`src/rtl/seg7_scan_driver.sv`:
```
// Time-multiplexed driver for a common-anode 3-digit 7-segment display.
// Double-buffered BCD digits, leading-zero blanking and anode dead time between digit slots.
module seg7_scan_driver #(
   parameter int DIV  = 50000,
   parameter int DEAD = 1
) (
   input  logic       clk,
   input  logic       rst,
   input  logic [3:0] BCD_0,
   input  logic [3:0] BCD_1,
   input  logic [3:0] BCD_2,
   input  logic       load,
   input  logic       blank_lz,
   output logic [6:0] seg,
   output logic [2:0] an,
   output logic       frame_done
);

   localparam int NUM_DIG = 3;
   localparam int CW      = (DIV > 1) ? $clog2(DIV) : 1;
   localparam logic [CW-1:0] LAST_C = CW'(DIV - 1);
   localparam logic [CW-1:0] DEAD_C = CW'(DEAD);
   localparam logic [6:0]    SEG_OFF = 7'b1111111;

   function automatic logic [6:0] decode(input logic [3:0] d);
      logic [6:0] s;
      s = 7'b0111111;
      case (d)
         4'd0: s = 7'b1000000;
         4'd1: s = 7'b1111001;
         4'd2: s = 7'b0100100;
         4'd3: s = 7'b0110000;
         4'd4: s = 7'b0011001;
         4'd5: s = 7'b0010010;
         4'd6: s = 7'b0000010;
         4'd7: s = 7'b1111000;
         4'd8: s = 7'b0000000;
         4'd9: s = 7'b0010000;
         default: s = 7'b0111111;
      endcase
      return s;
   endfunction

   logic [CW-1:0]                 r_cnt;
   logic [1:0]                    r_idx;
   logic [NUM_DIG-1:0][3:0]       r_shadow;
   logic [NUM_DIG-1:0][3:0]       r_active;
   logic                          r_pending;

   logic [NUM_DIG-1:0][3:0]       w_bcd;
   logic                          w_wrap;
   logic                          w_frame;
   logic                          w_dead;
   logic [NUM_DIG-1:0]            w_blank;
   logic [NUM_DIG-1:0][6:0]       w_dseg;
   logic [6:0]                    w_seg_sel;

   assign w_bcd   = {BCD_2, BCD_1, BCD_0};
   assign w_wrap  = (r_cnt == LAST_C);
   assign w_frame = w_wrap && (r_idx == 2'd2);

   // Blanking is a chain from the top digit down; a dash (10..15) never counts as zero.
   assign w_blank[2] = blank_lz && (r_active[2] == 4'd0);
   assign w_blank[1] = w_blank[2] && (r_active[1] == 4'd0);
   assign w_blank[0] = 1'b0;

   for (genvar g = 0; g < NUM_DIG; g++) begin : g_dig
      assign w_dseg[g] = w_blank[g] ? SEG_OFF : decode(r_active[g]);
   end

   if (DEAD == 0) begin : g_nodead
      assign w_dead = 1'b0;
   end else begin : g_dead
      assign w_dead = (r_cnt < DEAD_C);
   end

   always_comb begin
      w_seg_sel = SEG_OFF;
      case (r_idx)
         2'd0:    w_seg_sel = w_dseg[0];
         2'd1:    w_seg_sel = w_dseg[1];
         2'd2:    w_seg_sel = w_dseg[2];
         default: w_seg_sel = SEG_OFF;
      endcase
   end

   always_ff @(posedge clk or posedge rst) begin
      if (rst) begin
         r_cnt <= '0;
         r_idx <= 2'd0;
      end else if (w_wrap) begin
         r_cnt <= '0;
         r_idx <= (r_idx == 2'd2) ? 2'd0 : r_idx + 2'd1;
      end else begin
         r_cnt <= r_cnt + CW'(1);
      end
   end

   // A load on the boundary cycle bypasses the shadow so it is not delayed a whole frame.
   always_ff @(posedge clk or posedge rst) begin
      if (rst) begin
         r_shadow  <= '0;
         r_active  <= '0;
         r_pending <= 1'b0;
      end else begin
         if (load) r_shadow <= w_bcd;
         if (w_frame) begin
            if (r_pending || load) r_active <= load ? w_bcd : r_shadow;
            r_pending <= 1'b0;
         end else if (load) begin
            r_pending <= 1'b1;
         end
      end
   end

   always_ff @(posedge clk or posedge rst) begin
      if (rst) begin
         seg        <= SEG_OFF;
         an         <= 3'b111;
         frame_done <= 1'b0;
      end else begin
         frame_done <= w_frame;
         if (w_dead) begin
            seg <= SEG_OFF;
            an  <= 3'b111;
         end else begin
            seg <= w_seg_sel;
            an  <= ~(3'b001 << r_idx);
         end
      end
   end

endmodule

```
`config.mk`:
```
export PLATFORM = sky130hd
export DESIGN_NAME = seg7_scan_driver
export DESIGN_NICKNAME = d
export VERILOG_FILES = /design/src/rtl/seg7_scan_driver.sv
export SDC_FILE = /design/constraint.sdc
export NUM_CORES = 1
export LEC_CHECK = 0
export CAP_MARGIN = 25
export CORE_UTILIZATION = 57
export CTS_CLUSTER_DIAMETER = 200
export DETAILED_ROUTE_END_ITERATION = 16
export GPL_TIMING_DRIVEN = 0
export HOLD_SLACK_MARGIN = 0.03
export PLACE_DENSITY = 0.79
export SETUP_SLACK_MARGIN = 0.2
export SLEW_MARGIN = 0
export SYNTH_ARGS = -nofsm -noshare
export SYNTH_HDL_FRONTEND = slang
export SYNTH_SLANG_ARGS = --single-unit
```
`constraint.sdc`:
```
create_clock -name clk -period 2 [get_ports clk]
set_input_delay 0.3 -clock clk [delete_from_list [all_inputs] [get_ports clk]]
set_output_delay 0.3 -clock clk [all_outputs]
set_load 0.05 [all_outputs]
```
# ---- Yosys cells after proc, flatten, opt, wreduce, memory -nomap -nowiden
# Memory sizes are Yosys's and may differ from the RTL's.
# Cells that the tools add are included.
dict set report totals {
  latch_bits 0
  out_inout_bits 11
  rom_bits 336
  reg_bits 54
  inputBits 16
  ramBits 0
  memories 3
  word_cells 42
}
# memory words word_bits rd rd_clocked_by_memory_dff write_ports line
set mem_list {}
lappend mem_list {{(no name shown)} 16 7 1 0 0 28} ;# case (d)
lappend mem_list {{(no name shown)} 16 7 1 0 0 28}
lappend mem_list {{(no name shown)} 16 7 1 0 0 28}
dict set report op_classes {
  n_addsub 2
  shift 1
  eq_ne 3
  n_reduce_logical 9
  muxes 10
  n_lt_le_gt_ge 1
  bitwise 1
  mul 0
  div 0
}
# cell count
set ops {}
lappend ops {{$mux W7} 3}
lappend ops {{$pmux W7 S3} 1}
lappend ops {{$add A16 B1 Y16 const B} 1}
lappend ops {{$eq A16 B16 Y1 const B} 1}
lappend ops {{$lt A16 B1 Y1 const B} 1}
lappend ops {{$mux W16} 1}
lappend ops {{$mux W12} 1}
lappend ops {{$logic_not A4 Y1} 2}
lappend ops {{$logic_and A1 B1 Y1} 3}
lappend ops {{$mux W3} 1}
lappend ops {{$not A3 Y3} 1}
lappend ops {{$shl A1 B2 Y3 const A} 1}
lappend ops {{$add A2 B1 Y2 const B} 1}
lappend ops {{$eq A2 B1 Y1 const B} 1}
lappend ops {{$eq A2 B2 Y1 const B} 1}
lappend ops {{$logic_not A2 Y1} 1}
lappend ops {{$mux W1} 2}
lappend ops {{$mux W2} 1}
lappend ops {{$reduce_and A2 Y1} 1}
lappend ops {{$reduce_bool A2 Y1} 1}
lappend ops {{$logic_or A1 B1 Y1} 1}

# ---- Longest topological paths before layout
# Gate-level depths: netlist (run 1).
dict set report logic_depth {
  word_depth 6
  depth_mapped 6
  ltp_nobuf 6
}

# ---- Worst setup path after synthesis (run 1)
# OpenSTA, ideal clock, no wires.
dict set report synth_timing {
  kind {reg2reg}
  from {register r_idx[0]}
  to {register r_active[11] (netlist bit)}
  arrival_ns 1.589
  t_required_ns 1.875
  stages_incl_launch_ff 7
  path_slack_ns 0.286
  path_cell_list {dfrtp_1 -> buf_2 -> and2b_1 -> o21ai_2 -> or2_4 -> buf_6 -> mux2_4}
}
dict set report synth_between {
  elab_chain_cells 3
}
# element line
set synth_rtl {}
lappend synth_rtl {{start: declaration} 45} ;# logic [1:0] r_idx;
lappend synth_rtl {{start signal: assignment} 93} ;# r_idx <= (r_idx == 2'd2) ? 2'd0 : r_idx + 2'd1;
lappend synth_rtl {{$eq A2 B2 Y1} 60} ;# assign w_frame = w_wrap && (r_idx == 2'd2);
lappend synth_rtl {{$logic_and A1 B1 Y1} 60}
lappend synth_rtl {{$reduce_and A2 Y1 (no line)} n/a}
lappend synth_rtl {{end signal: assignment} 108} ;# if (r_pending || load) r_active <= load ? w_bcd : r_shadow;
lappend synth_rtl {{end: declaration} 47} ;# logic [NUM_DIG-1:0][3:0] r_active;
# No other way between the ends.
# A chain may end at the register's enable or synchronous reset.

# ---- Worst setup path in the final report (run 1)
dict set report layout_timing {
  from {register r_cnt[7]}
  to {register r_active[2] (netlist bit)}
}
dict set report layout_between {
  elab_chain_cells 3
}
# element line
set layout_rtl {}
lappend layout_rtl {{start: declaration} 44} ;# logic [CW-1:0] r_cnt;
lappend layout_rtl {{start signal: assignment} 95} ;# r_cnt <= r_cnt + CW'(1);
lappend layout_rtl {{$eq A16 B16 Y1} 59} ;# assign w_wrap = (r_cnt == LAST_C);
lappend layout_rtl {{$logic_and A1 B1 Y1} 60}
lappend layout_rtl {{$reduce_and A2 Y1 (no line)} n/a}
# No other way between the ends.

==> flow_summary.yaml, run 1 <==
place:
  gp_congestion: 0.872
  port_buffers: 26
  hpwl_mm: 4.05
  dp_worst_setup_slack_ps: -205
hold_path:
  min_path_type: "primary input to async pin"
clock_network:
  max-clock-path-buffers: 2
  clkTransAtPathRegs_ps: 90
  clock_latency_ps: 300
  hold_buffers: 0
  cts_buffers: 5
  cts_num_sinks: 54
  htreeDepth: 2
  cts_tree: "done"
  cts-root-buf: "clkbuf_8"
yosys:
  synth_area_leader_cell: "dfrtp_1"
  synthTopCellsByCount: "dfrtp_1, nor2_1, a21oi_1, ha_1, nand2_1"
  ys_seq_area_frac: 0.465
  netlist_area_mm2: 0.00294
  synth_edf_count: 0
  ys_warn_count: 0
  synthArstFlopShare: 1.00
  ys_ff_latch: 54
  synth_top_area_share: 0.375
  synth.avg_cell_area_um2: 10.6
  synth_cell_types: 54
  synth_flop_cell: "dfrtp_1"
  synth.top_cells.by_area: "dfrtp_1, dfstp_2, ha_1"
  syn_inst: 277
  yosysMostFrequentCell: "dfrtp_1"
  syn-num-nets: 311
critical_path:
  worstPathRequired_ps: 2190
  critical_path_class: "flip-flop to flip-flop"
  crit_start: "r_cnt[7]"
  critPathMaxFanout: 5
  regToRegStartpoint: "r_cnt[7]"
  crit_arrival_ps: 2000
  worstSetupStartpointType: "flip-flop"
  endpoint_kind: "flip-flop"
cells_and_area:
  syn_to_final_growth_pct: 20.0
  fin_util: 0.726
  layout.nets: 358
  diodes: 0
  drive_gt1_frac: 0.231
sta:
  setup_viol: 0
  period_share: 0.906
  slew_headroom: 0.664
  layout_setup_ws_ps: 189
  final-hold-violation-count: 0
  tightest_slew_ps: 502
  fin_skew_ps: 11.4
  fin_crit_ps: 1810
  timing.fmax_mhz: 552
  setup_tns_ps: 0
  rsz0062_at_grt: "true"
  maxSlewViolCount: 0
  holdWs_ps: 306
pwr:
  clock_power_share: 0.323
  power_frac_comb: 0.053
  switching_share: 0.212
  pwr-share-seq: 0.624
  power_w: 0.00180
  p_leak_nw: 1.55
  power_density_mw_per_mm2: 510
  p_switching_w: 0.000381
  intPower_w: 0.00142
  vdd_drop_max_mv: 0.698
floorplan:
  initial_core_util: 0.605
  core_area_mm2: 0.00485
  io_pins: 27
  fp.dieW_um: 73.8
  die_h_um: 73.8
  die_area_mm2: 0.00544
  rows: 25
routing:
  drtAntennaViolNets: 0
  via_per_inst: 5.53
  dr.pass1.iters: 4
  routed_wl_mm: 5.74
  drt-initial-drc-count: 189
  num_vias: 2166
  drcViolationCount: 0
  wl_per_cell_um: 14.6
global_route:
  grt_usage: 0.229
  grt_max_degree: 38
  grt_pass1_wl_mm: 9.40
  grt_pass1_vias: 1990
  antenna_found_initial: 0
  overflow: 0
run_status:
  status: "finished, final reports clean"
job:
  max_cap_violations: 0
worst max-delay path, stage by stage, from the launching register on:
cell	delay [ps]
dfrtp_2	450
nor4_4	380
nand4_4	170
or2_4	280
buf_8	130
mux2_4	290
through the flow:
step | cell area [um^2] | std cells
CTS | 3430 | 385
detailed placement | 3300 | 371
global placement | 3280 | 370
floorplan | 2940 | 277
global route | 3520 | 392
finish | 3520 | 392
layout by cell type, fill, tap and decap left out, types with 8 or more instances in the layout:
| cell | n |
|---|---|
| a21oi_1 | 12 |
| nor2_1 | 22 |
| inv_1 | 11 |
| mux2_2 | 15 |
| xor2_1 | 9 |
| nand2b_1 | 8 |
| ha_1 | 18 |
| dfstp_2 | 10 |
| o21ai_0 | 8 |
| dfrtp_1 | 42 |
| clkbuf_1 | 9 |
| nand2_1 | 16 |
| dlygate4sd2_1 | 10 |
| nor3_1 | 9 |
| clkdlybuf4s50_1 | 16 |
| buf_4 | 13 |
cell families after synthesis:
logic type | Yosys count | synth area share
compound gates | 54 | 0.122
flops | 54 | 0.465
fa+ha+maj | 18 | 0.0767
xor+xnor | 13 | 0.0388
buf+inv | 26 | 0.0362
mux | 20 | 0.0797
simple gates | 92 | 0.182
power groups by stage:
stage	clock [W]	sequential, W	combinational, W
6_report	0.000581	0.00112	0.0000951
5_1_grt	0.000637	0.00112	0.000107
4_1_cts	0.000591	0.00112	0.0000982
3_5_place_dp	0	0.00114	0.0000973
3_3_place_gp	0	0.00114	0.0000911
2_1_floorplan	0	0.00114	0.0000496
path summary, 6_finish.rpt:
kind | slack (ps) | depth (start not counted) | to
hold reg to reg | 500 | 1 | r_shadow[8]
setup / recovery | 190 | 5 | r_active[2]
hold / removal | 310 | 2 | r_cnt[12]
min in group clk | 500 | 1 | r_shadow[8]
max in group asynchronous | 1100 | 3 | seg[3]
setup reg to reg | 190 | 5 | r_active[2]
flip-flops by register name, summed over array words and instances, names as in the netlist:
name	count
seg	7
r_pending	1
r_cnt	16
frame_done	1
an	3
r_idx	2
r_shadow	12
r_active	12
area by class of cell:
| type | instances | area (um^2) |
|---|---|---|
| Clock inverter | 1 | 7.51 |
| Multi-Input combinational cell | 197 | 1510 |
| Inverter | 14 | 52.6 |
| Clock buffer | 7 | 76.3 |
| Sequential cell | 54 | 1370 |
| Buffer | 12 | 60.1 |
| Tap cell | 67 | 83.8 |
| Timing Repair Buffer | 40 | 365 |
| Fill cell | 347 | 1330 |
what timing repair did:
item                       4_1_cts  5_1_grt
setup endpoints to repair       18       24
gates resized for setup         16       14
buffers inserted                 6        7
pin swaps                        3        5
layer usage:
metal | vias up | part of all wire | global-route usage
li1 | 1068 | - | -
met1 | 1033 | 0.50 | 0.352
met2 | 61 | 0.45 | 0.334
met3 | 4 | 0.046 | 0.0453
met4 | 0 | 0.0087 | 0.0449
met5 | - | 0 | 0
Power figures use the tool's default switching activity.
==> run 2: changes to the inputs <==
--- a/config.mk
+++ b/config.mk
@@ -12,7 +12,6 @@
 export GPL_TIMING_DRIVEN = 0
 export HOLD_SLACK_MARGIN = 0.03
 export PLACE_DENSITY = 0.79
-export SETUP_SLACK_MARGIN = 0.2
 export SLEW_MARGIN = 0
 export SYNTH_ARGS = -nofsm -noshare
 export SYNTH_HDL_FRONTEND = slang
==> flow_summary.yaml, run 2 (synthesis results as in run 1) <==
cells_and_area:
  syn_to_final_growth_pct: 15.3
  num-fill-cells: 372
  layout.nets: 345
  diodes: 0
  layout_commonest_cell: "dfrtp_1"
  fin_cells: 379
  largest_reg_flops: 16
  multi_input_area_mm2: 0.00147
  mostFrequentLayoutCells: "dfrtp_1, clkdlybuf4s50_1, nor2_1"
  drive_gt1_frac: 0.151
  reg_top3: "r_cnt x16, r_active x12, r_shadow x12"
  regMostFlops: "r_cnt"
  seq_area_mm2: 0.00136
  fin_util: 0.698
sta:
  final-hold-violation-count: 0
  fin_crit_ps: 1900
  rsz0062_at_grt: "false"
  fin_skew_ps: 10.8
  period_share: 0.951
  tightest_slew_ps: 526
  setup_viol: 0
  maxSlewViolCount: 0
  slew_headroom: 0.647
  timing.fmax_mhz: 526
  holdWs_ps: 301
  setup_tns_ps: 0
clock_network:
  hold_buffers: 0
  htreeDepth: 2
  cts_num_sinks: 54
  clkTransAtPathRegs_ps: 90
  clock_latency_ps: 300
  cts-root-buf: "clkbuf_8"
  cts_buffers: 5
  cts_tree: "done"
  max-clock-path-buffers: 2
routing:
  drtAntennaViolNets: 0
  routed_wl_mm: 5.38
  num_vias: 2120
  drcViolationCount: 0
  drt-initial-drc-count: 152
  wl_per_cell_um: 14.2
  via_per_inst: 5.59
  dr.pass1.iters: 4
global_route:
  grt_pass1_wl_mm: 9.20
  grt_pass1_vias: 1966
  grt_usage: 0.222
  grt_max_degree: 38
  overflow: 0
  antenna_found_initial: 0
critical_path:
  endpoint_kind: "output pin"
  crit_arrival_ps: 1600
  cp_top_family: "buffers and inverters"
  regToRegStartpoint: "r_cnt[12]"
  critical_path.max_stage_delay_ps: 790
  cp.depth: 1
  r2r_end: "r_active[2]"
  cp_cell_sequence: "clkdlybuf4s50_1"
  worstSetupStartpointType: "flip-flop"
  critical_path_class: "flip-flop to output pin"
  worstPathRequired_ps: 1700
  cp_num_buf_inv: 1
  critPathMaxFanout: 1
  slowest_stage: "clkdlybuf4s50_1"
  r2r_cells: 5
  regToRegSetupSlack_ps: 130
place:
  hpwl_mm: 4.05
  dp.cells: 371
  port_buffers: 26
  gp_congestion: 0.872
pwr:
  vdd_drop_max_mv: 0.372
  power_density_mw_per_mm2: 528
  p_leak_nw: 1.47
floorplan:
  io_pins: 27
  fp.dieW_um: 73.8
  rows: 25
  die_h_um: 73.8
  core_area_mm2: 0.00485
  initial_core_util: 0.605
  die_area_mm2: 0.00544
job:
  max_cap_violations: 0
run_status:
  status: "finished, final reports clean"
hold_path:
  min_path_type: "primary input to async pin"
==> run 2: cell type report <==
cell class / count / share of cell area
sequential: 54 / 0.403
buffer: 12 / 0.0159
timing repair buffer: 27 / 0.0828
tap: 67 / 0.0248
clock inverter: 1 / 0.00222
inverter: 14 / 0.0155
clock buffer: 7 / 0.0226
multi-input combinational: 197 / 0.433
==> run 2: timing repair <==
item,in CTS,in global routing
endpoints found under the hold margin,0,0
gates resized for setup,0,1
buffers inserted,0,0
endpoints found under the setup margin,0,3
==> run 2: worst max-delay path by stage <==
stage | start | endpoint
floorplan | r_idx[0] | r_active[11]
global placement | rst | r_shadow[1]
detailed placement | load | r_active[1]
CTS | r_idx[0] | r_active[2]
global route | r_cnt[12] | r_active[11]
finish | seg[3] | seg[3]
==> run 2: per-stage QoR <==
stage          setup slack (ps)  cell area, um^2  total power, W
2_1_floorplan               286             2940         0.00119
3_3_place_gp               -576             3280         0.00123
3_5_place_dp               -205             3300         0.00124
4_1_cts                    8.60             3380         0.00181
5_1_grt                   0.441             3380         0.00186
6_report                   98.4             3380         0.00179
==> run 2: routing by layer <==
metal  up-vias  global-route usage  routed length (um)
met5         -                   0                   0
met2        46               0.330                2390
met1      1026               0.340                2750
met4         0              0.0449                  49
met3         4              0.0412                 187
li1       1044                   -                   -
==> run 2: power by group <==
part           internal, W  leakage, nW  switching (W)
Clock             0.000248       0.0385       0.000324
Combinational    0.0000522        0.800      0.0000420
Sequential         0.00112        0.635     0.00000523
Total              0.00142         1.47       0.000371
==> run 3: changes to the inputs <==
--- a/config.mk
+++ b/config.mk
@@ -12,6 +12,7 @@
 export GPL_TIMING_DRIVEN = 0
 export HOLD_SLACK_MARGIN = 0.03
 export PLACE_DENSITY = 0.79
+export RECOVER_POWER = 100
 export SLEW_MARGIN = 0
 export SYNTH_ARGS = -nofsm -noshare
 export SYNTH_HDL_FRONTEND = slang
==> flow_summary.yaml, run 3 (synthesis results as in run 1) <==
cells_and_area:
  reg_top3: "r_cnt x16, r_active x12, r_shadow x12"
  layout.nets: 345
  diodes: 0
  mostFrequentLayoutCells: "dfrtp_1, clkdlybuf4s50_1, nor2_1"
  fin_area_mm2: 0.00337
  regMostFlops: "r_cnt"
  num-fill-cells: 374
  layout_commonest_cell: "dfrtp_1"
  syn_to_final_growth_pct: 14.9
  drive_gt1_frac: 0.122
  largest_reg_flops: 16
routing:
  drcViolationCount: 0
  drtAntennaViolNets: 0
  dr.pass1.iters: 4
  num_vias: 2099
  drt-initial-drc-count: 204
  via_per_inst: 5.54
  routed_wl_mm: 5.38
  wl_per_cell_um: 14.2
critical_path:
  critPathMaxFanout: 1
  slowest_stage: "clkdlybuf4s50_1"
  crit_start: "seg[3]"
  regToRegStartpoint: "r_cnt[12]"
  critical_path_class: "flip-flop to output pin"
  cp_top_family: "buffers and inverters"
  r2r_cells: 5
  critical_path.max_stage_delay_ps: 790
  worstSetupStartpointType: "flip-flop"
  worstPathRequired_ps: 1700
  endpoint_kind: "output pin"
  crit_arrival_ps: 1600
  cp.depth: 1
  cp_num_buf_inv: 1
  cp_cell_sequence: "clkdlybuf4s50_1"
clock_network:
  post-cts-setup-buffers: 0
  clock_latency_ps: 300
  cts_buffers: 5
  clkTransAtPathRegs_ps: 90
  cts-root-buf: "clkbuf_8"
  htreeDepth: 2
  cts_num_sinks: 54
  max-clock-path-buffers: 2
  cts_tree: "done"
hold_path:
  min_from: "r_shadow[1]"
  min_path_type: "flip-flop to flip-flop"
  min_path_cells: 1
sta:
  layout_setup_ws_ps: 97.6
  period_share: 0.951
  slew_headroom: 0.567
  setup_viol: 0
  timing.fmax_mhz: 526
  tightest_slew_ps: 649
  maxSlewViolCount: 0
  fin_skew_ps: 11.0
  final-hold-violation-count: 0
  fin_crit_ps: 1900
  rsz0062_at_grt: "false"
run_status:
  status: "finished, final reports clean"
global_route:
  grt_usage: 0.222
  grt_pass1_vias: 1966
  grt_pass1_wl_mm: 9.20
  antenna_found_initial: 0
  overflow: 0
  grt_max_degree: 38
floorplan:
  initial_core_util: 0.605
  die_h_um: 73.8
  die_area_mm2: 0.00544
  fp.dieW_um: 73.8
  rows: 25
  io_pins: 27
  core_area_mm2: 0.00485
place:
  dp_worst_setup_slack_ps: -205
  port_buffers: 26
  placed_cell_area_mm2: 0.00330
  hpwl_mm: 4.05
  gp_congestion: 0.872
pwr:
  vdd_drop_max_mv: 0.367
  p_leak_nw: 1.47
  power_w: 0.00178
  power_density_mw_per_mm2: 527
job:
  max_cap_violations: 0
[run 3: cell types whose count changed in the layout (fill, tap and decap cells not counted), moves of 2 or more]
cell,delta
mux2_1,+8
dlygate4sd3_1,+2
mux2_2,-8
clkdlybuf4s50_1,-2
[run 3: layout make-up]
| type | instances | area [um^2] | share of cell area |
|---|---|---|---|
| Buffer | 12 | 53.8 | 0.0160 |
| Clock buffer | 7 | 76.3 | 0.0226 |
| Clock inverter | 1 | 7.51 | 0.00223 |
| Inverter | 14 | 52.6 | 0.0156 |
| Multi-Input combinational cell | 197 | 1470 | 0.435 |
| Sequential cell | 54 | 1360 | 0.404 |
| Tap cell | 67 | 83.8 | 0.0249 |
| Timing Repair Buffer | 27 | 268 | 0.0794 |
[run 3: what timing repair did]
action / in CTS / in global routing
hold buffers: 0 / 0
endpoints found under the setup margin: 0 / 3
gates resized for setup: 0 / 1
[run 3: metal layers]
layer / part of all wire / GRT usage / routed length, um
met1: 0.52 / 0.340 / 2780
met2: 0.44 / 0.330 / 2370
met3: 0.033 / 0.0412 / 177
met4: 0.011 / 0.0449 / 59
met5: 0 / 0 / 0
[run 3: path summary, 6_finish.rpt]
kind | end | slack [ps]
max | seg[3] | 100
min | r_shadow[1] | 490
max reg2reg | r_active[2] | 120
min reg2reg | r_shadow[1] | 490
max in group asynchronous | seg[3] | 460
min in group asynchronous | r_cnt[12] | 520
[run 3: power by group]
group          total (W)  switching (W)  internal (W)  leakage (nW)
registers        0.00112     0.00000485       0.00112         0.635
clock network   0.000571       0.000323      0.000248        0.0385
logic          0.0000867      0.0000420     0.0000447         0.801
total            0.00178       0.000370       0.00141          1.47
[run 3: stage by stage]
stage / util / hold WS (ps) / setup TNS, ps / instances
final: 0.695 / 492 / 0 / 379
after global routing: 0.695 / 520 / 0 / 379
after CTS: 0.698 / 310 / 0 / 379
after detailed placement: 0.681 / 489 / -1290 / 371
after global placement: 0.676 / 481 / -27780 / 370
after floorplan: - / 465 / 0 / 277
